==> config.mk <==
export PLATFORM = sky130hd
export DESIGN_NAME = tl45_decode
export DESIGN_NICKNAME = d
export VERILOG_FILES = /design/src/rtl/tl45_pkg.sv /design/src/rtl/tl45_decode_logic.sv /design/src/rtl/tl45_decode.sv
export SDC_FILE = /design/constraint.sdc
export NUM_CORES = 1
export LEC_CHECK = 0
export BUFFER_PORTS_ARGS = -buffer_cell sky130_fd_sc_hd__buf_2
export CAP_MARGIN = 30
export CORE_ASPECT_RATIO = 1.2
export CORE_MARGIN = 3
export CORE_UTILIZATION = 49
export DETAILED_ROUTE_END_ITERATION = 7
export GPL_TIMING_DRIVEN = 0
export HOLD_SLACK_MARGIN = 0.05
export MAX_ROUTING_LAYER = met4
export PLACE_DENSITY = 0.76
export SYNTH_ARGS = -nofsm -noshare
export SYNTH_HDL_FRONTEND = slang
export SYNTH_HIERARCHICAL = 1
export SYNTH_SLANG_ARGS = --single-unit
==> constraint.sdc <==
create_clock -name i_clk -period 3.34 [get_ports i_clk]
set_clock_uncertainty 0.2 [all_clocks]
set_input_delay 0.167 -clock i_clk [delete_from_list [all_inputs] [get_ports i_clk]]
set_output_delay 0.167 -clock i_clk [all_outputs]
set_load 0.02 [all_outputs]
==> src/rtl/tl45_pkg.sv <==
// Shared types and field positions for the TL45 decode stage.
package tl45_pkg;

  localparam int unsigned NumOpcodesDefault = 13;

  // Instruction field positions
  localparam int unsigned OpMsb  = 31;
  localparam int unsigned OpLsb  = 27;
  localparam int unsigned RiBit  = 26;
  localparam int unsigned HiBit  = 25;
  localparam int unsigned ZxBit  = 24;
  localparam int unsigned DrMsb  = 23;
  localparam int unsigned DrLsb  = 20;
  localparam int unsigned Sr1Msb = 19;
  localparam int unsigned Sr1Lsb = 16;
  localparam int unsigned Sr2Msb = 15;
  localparam int unsigned Sr2Lsb = 12;
  localparam int unsigned ImmMsb = 15;

  typedef enum logic [4:0] {
    OpNop  = 5'd0,
    OpAdd  = 5'd1,
    OpSub  = 5'd2,
    OpMul  = 5'd3,
    OpOr   = 5'd4,
    OpXor  = 5'd5,
    OpAnd  = 5'd6,
    OpShl  = 5'd7,
    OpShr  = 5'd8,
    OpLw   = 5'd9,
    OpSw   = 5'd10,
    OpJmp  = 5'd11,
    OpCall = 5'd12
  } opcode_e;

  typedef struct packed {
    logic [31:0] pc;
    logic [4:0]  opcode;
    logic [3:0]  dr;
    logic [3:0]  sr1;
    logic [3:0]  sr2;
    logic [31:0] imm32;
    logic        use_imm;
    logic        is_load;
    logic        is_store;
    logic        is_branch;
    logic        illegal;
  } decoded_t;

endpackage

==> src/rtl/tl45_decode_logic.sv <==
// Combinational field extraction for one {pc, instruction} pair.
module tl45_decode_logic
  import tl45_pkg::*;
#(
  parameter int unsigned NUM_OPCODES = NumOpcodesDefault
) (
  input  logic [31:0] pc_i,
  input  logic [31:0] inst_i,
  output decoded_t    dec_o
);

  logic        ri;
  logic [15:0] imm16;
  logic [4:0]  opcode;

  assign ri     = inst_i[RiBit];
  assign imm16  = inst_i[ImmMsb:0];
  assign opcode = inst_i[OpMsb:OpLsb];

  always_comb begin
    dec_o           = '0;
    dec_o.pc        = pc_i;
    dec_o.opcode    = opcode;
    dec_o.dr        = inst_i[DrMsb:DrLsb];
    dec_o.sr1       = inst_i[Sr1Msb:Sr1Lsb];
    dec_o.sr2       = ri ? 4'h0 : inst_i[Sr2Msb:Sr2Lsb];
    dec_o.use_imm   = ri;
    dec_o.is_load   = (opcode == OpLw);
    dec_o.is_store  = (opcode == OpSw);
    dec_o.is_branch = (opcode == OpJmp) || (opcode == OpCall);
    dec_o.illegal   = ({27'd0, opcode} >= NUM_OPCODES);
    // hi wins over zx; neither means sign-extend
    if (!ri) begin
      dec_o.imm32 = 32'h0;
    end else if (inst_i[HiBit]) begin
      dec_o.imm32 = {imm16, 16'h0};
    end else if (inst_i[ZxBit]) begin
      dec_o.imm32 = {16'h0, imm16};
    end else begin
      dec_o.imm32 = {{16{imm16[15]}}, imm16};
    end
  end

endmodule

==> src/rtl/tl45_decode.sv <==
// Decode stage: output pipeline register plus a one-entry skid slot so the
// stall back to prefetch is registered.
module tl45_decode
  import tl45_pkg::*;
#(
  parameter int unsigned NUM_OPCODES = NumOpcodesDefault
) (
  input  logic        i_clk,
  input  logic        i_reset_n,
  input  logic [31:0] i_buf_pc,
  input  logic [31:0] i_buf_inst,
  output logic        o_pipe_stall,
  input  logic        i_stall,
  input  logic        i_flush,
  output logic        o_valid,
  output logic [31:0] o_pc,
  output logic [4:0]  o_opcode,
  output logic [3:0]  o_dr,
  output logic [3:0]  o_sr1,
  output logic [3:0]  o_sr2,
  output logic [31:0] o_imm32,
  output logic        o_use_imm,
  output logic        o_is_load,
  output logic        o_is_store,
  output logic        o_is_branch,
  output logic        o_illegal
);

  decoded_t dec;
  decoded_t out_d, out_q;
  decoded_t skid_d, skid_q;
  logic     valid_d, valid_q;
  logic     skid_full_d, skid_full_q;
  logic     accept;
  logic     advance;

  tl45_decode_logic #(
    .NUM_OPCODES(NUM_OPCODES)
  ) u_decode_logic (
    .pc_i  (i_buf_pc),
    .inst_i(i_buf_inst),
    .dec_o (dec)
  );

  assign accept  = (i_buf_inst != 32'h0) && !skid_full_q && !i_flush;
  assign advance = !valid_q || !i_stall;

  always_comb begin
    out_d       = out_q;
    skid_d      = skid_q;
    valid_d     = valid_q;
    skid_full_d = skid_full_q;
    if (i_flush) begin
      valid_d     = 1'b0;
      skid_full_d = 1'b0;
    end else if (advance) begin
      // A full skid implies the stall was up, so no accept can coincide.
      if (skid_full_q) begin
        out_d       = skid_q;
        valid_d     = 1'b1;
        skid_full_d = 1'b0;
      end else if (accept) begin
        out_d   = dec;
        valid_d = 1'b1;
      end else begin
        valid_d = 1'b0;
      end
    end else if (accept) begin
      skid_d      = dec;
      skid_full_d = 1'b1;
    end
  end

  always_ff @(posedge i_clk) begin
    if (!i_reset_n) begin
      out_q       <= '0;
      skid_q      <= '0;
      valid_q     <= 1'b0;
      skid_full_q <= 1'b0;
    end else begin
      out_q       <= out_d;
      skid_q      <= skid_d;
      valid_q     <= valid_d;
      skid_full_q <= skid_full_d;
    end
  end

  assign o_pipe_stall = skid_full_q;
  assign o_valid      = valid_q;
  assign o_pc         = out_q.pc;
  assign o_opcode     = out_q.opcode;
  assign o_dr         = out_q.dr;
  assign o_sr1        = out_q.sr1;
  assign o_sr2        = out_q.sr2;
  assign o_imm32      = out_q.imm32;
  assign o_use_imm    = out_q.use_imm;
  assign o_is_load    = out_q.is_load;
  assign o_is_store   = out_q.is_store;
  assign o_is_branch  = out_q.is_branch;
  assign o_illegal    = out_q.illegal;

endmodule

==> impl_metrics.env <==
export IMPL_status="completed"
export IMPL_grt_util_all_layers_pct=28.37
export IMPL_top_level_ports=156
export IMPL_vias=10040
export IMPL_rrSetupSlack_ns=0.65
export IMPL_cts_max_level=4
export IMPL_syn_inst=1208
export IMPL_clock_path_buffers=2
export IMPL_min_period_over_period_pct=96.09
export IMPL_crit_path_start="i_buf_inst[17]"
export IMPL_cp_end_kind="register"
export IMPL_ir_drop_mv=0.3893
export IMPL_synth_fp_nets=1276
export IMPL_drt_initial_drc_count=935
export IMPL_hold_depth=6
export IMPL_placed_area_sq_um=11070
export IMPL_period_minus_slack_ns=3.210
export IMPL_antenna_left=0
export IMPL_slew_viol_final=0
export IMPL_grt_max_degree=17
export IMPL_initial_core_util_pct=50.87
export IMPL_rows=56
export IMPL_design_area_sq_um=12320
export IMPL_cp_data_arrival_time_ns=3.33
export IMPL_required_ns=3.46
export IMPL_crit_path_start_kind="primary input"
export IMPL_n_antenna_cell=0
export IMPL_hold_violations=0
export IMPL_hpwl_um=21860
export IMPL_min_path_type="primary input to register"
export IMPL_netlist_area_sq_um=10120
export IMPL_ys_ff_latch=174
export IMPL_first_global_vias=9586
export IMPL_first_pass_iters=6
export IMPL_drv_cap=0
export IMPL_clock_sinks=174
export IMPL_drc=0
export IMPL_yosysWarnings=6
export IMPL_die_y_um=163.5
export IMPL_critPathCapture="o_valid"
export IMPL_port_buffer_count=122
export IMPL_cts_root_buf="clkbuf_16"
export IMPL_layout_drive_gt1_share_pct=16.77
export IMPL_grt_pass1_wl_um=49680
export IMPL_cts_tree="done"
export IMPL_yosysUniqueCellTypes=29
export IMPL_synth_seq_area_share_pct=34.41
export IMPL_relSlewSlack_pct=44.46
export IMPL_syn_area_per_cell_sq_um=8.380
export IMPL_final_common_cell="nand2_1"
export IMPL_core_area_sq_um=19900
export IMPL_post_cts_buffers=0
export IMPL_grt_overflow_total=0
export IMPL_layout_common_cells="nand2_1, dfxtp_1, mux2i_1, buf_2, clkbuf_1"
export IMPL_antenna_found_initial=0
export IMPL_fin_nets=1486
export IMPL_synth_area_leaders="dfxtp_1, mux2i_1, o311ai_1, nand2_1, nor2b_1"
export IMPL_critPathMaxFanout=10
export IMPL_tns_ns=0
export IMPL_areaGrowthSynthToFinish_pct=21.74
export IMPL_r2r_start="o_valid"
export IMPL_die_w_um=137.2
export IMPL_p_total_mw=4.788
export IMPL_clkTransAtPathRegs_ns=0.07
export IMPL_min_from="i_buf_inst[25]"
export IMPL_gp_congestion=0.9370
export IMPL_max_freq_mhz=311.6
export IMPL_post_place_ws_ns=0.6476
export IMPL_avgRoutedWirePerCell_um=18.71
export IMPL_worst_r2r_cell_count=6
export IMPL_via_per_inst=5.935
export IMPL_rsz0062_at_grt="no"
export IMPL_die_area_sq_um=22430
export IMPL_yosys_area_top_type="dfxtp_1"
export IMPL_leakagePower_nw=4.793
export IMPL_tightest_slew_ns=0.8330
export IMPL_insertion_delay_ns=0.44
export IMPL_power_density_nw_per_um2=388.5
export IMPL_synth_top_area_share_pct=34.41
export IMPL_totalWireLength_um=31660
export IMPL_worst_setup_path_type="primary input to register"
export IMPL_r2r_end="o_pc[21]"
export IMPL_setup_slack_ns=0.1305
export IMPL_cts_buffers=17
export IMPL_setup_viol=0
export IMPL_postLayoutCoreUtil_pct=61.93
-- Yosys cell counts --
cell / n
and4_1: 2
or3b_4: 1
and3_1: 86
and2_1: 17
dfxtp_1: 174
nand2_1: 189
buf_2: 16
a21oi_1: 3
a31oi_1: 1
a211oi_1: 1
a21boi_2: 10
nand4_1: 86
buf_6: 6
buf_1: 6
mux2i_1: 172
a21boi_0: 5
nor4_1: 8
o211ai_1: 1
buf_4: 47
inv_1: 2
nand2b_1: 4
nor3b_1: 2
or3b_2: 2
nor2b_1: 92
clkbuf_1: 101
a2111oi_4: 1
nand3b_1: 1
o21ai_0: 86
o311ai_1: 86
-- per-stage QoR --
stage	hold WS, ns	instances
floorplan	0.1531	1208
detailed placement	0.2407	1592
global route	0.1279	1692
global placement	0.2351	1591
finish	0.09948	1692
CTS	0.08765	1692
-- state kept, by name (all words and copies together) (netlist names), 4 cells and up --
register and flops:
skid_q 86, o_imm32 32, o_pc 32, o_opcode 5, o_dr 4, o_sr1 4
o_sr2 4
-- worst max-delay path, stage by stage --
cell and delay [ns]:
dlygate4sd3_1 0.53, buf_2 0.15, nor4_2 0.43, and4_1 0.24, buf_2 0.24, and2_1 0.15, buf_2 0.24, clkbuf_4 0.27
clkbuf_4 0.24, a31oi_1 0.10, dlygate4sd3_1 0.56
-- cells by family (layout without fill, tap and decap cells) --
family / after synthesis / count (layout) / share of synthesized area [%]
muxes: 172 / 172 / 17.01
buffers and inverters: 178 / 401 / 8.985
AOI/OAI and AO/OA: 194 / 194 / 13.81
DFF: 174 / 174 / 34.41
and+or+nand+nor: 490 / 490 / 25.79
-- worst min path at each step --
stage / to
final: skid_q[35]
after global routing: skid_q[35]
after CTS: skid_q[35]
after detailed placement: skid_q[55]
after global placement: skid_q[73]
after floorplan: skid_q[3]
-- per-layer routing --
layer	vias to the layer above	track usage (%)	wire, um
met3	73	4.036	2071
li1	4750	-	-
met4	0	11.07	1013
met2	454	45.85	15240
met1	4765	35.81	13330
met5	-	-	0
-- repair_timing --
| action | 4_1_cts | 5_1_grt |
|---|---|---|
| hold buffers | 68 | 0 |
| gates resized for setup | 0 | 4 |
| setup endpoints to repair | 0 | 1 |
| hold endpoints to repair | 125 | 0 |
-- report_power, final --
group | internal [mW] | total, mW | switching [mW] | leakage, nW
clock network | 1.01 | 1.90 | 0.887 | 0.273
registers | 2.14 | 2.20 | 0.0542 | 1.41
logic | 0.281 | 0.690 | 0.410 | 3.11
-- final cells by class --
class	count	area [sq um]
Buffer	176	907.1
Clock buffer	20	466.7
Clock inverter	12	87.58
Fill cell	1737	7575
Inverter	2	7.507
Multi-Input combinational cell	856	5743
Sequential cell	174	3483
Tap cell	261	326.6
Timing Repair Buffer	191	1303
Note: power is estimated with default switching activity, not from simulation.
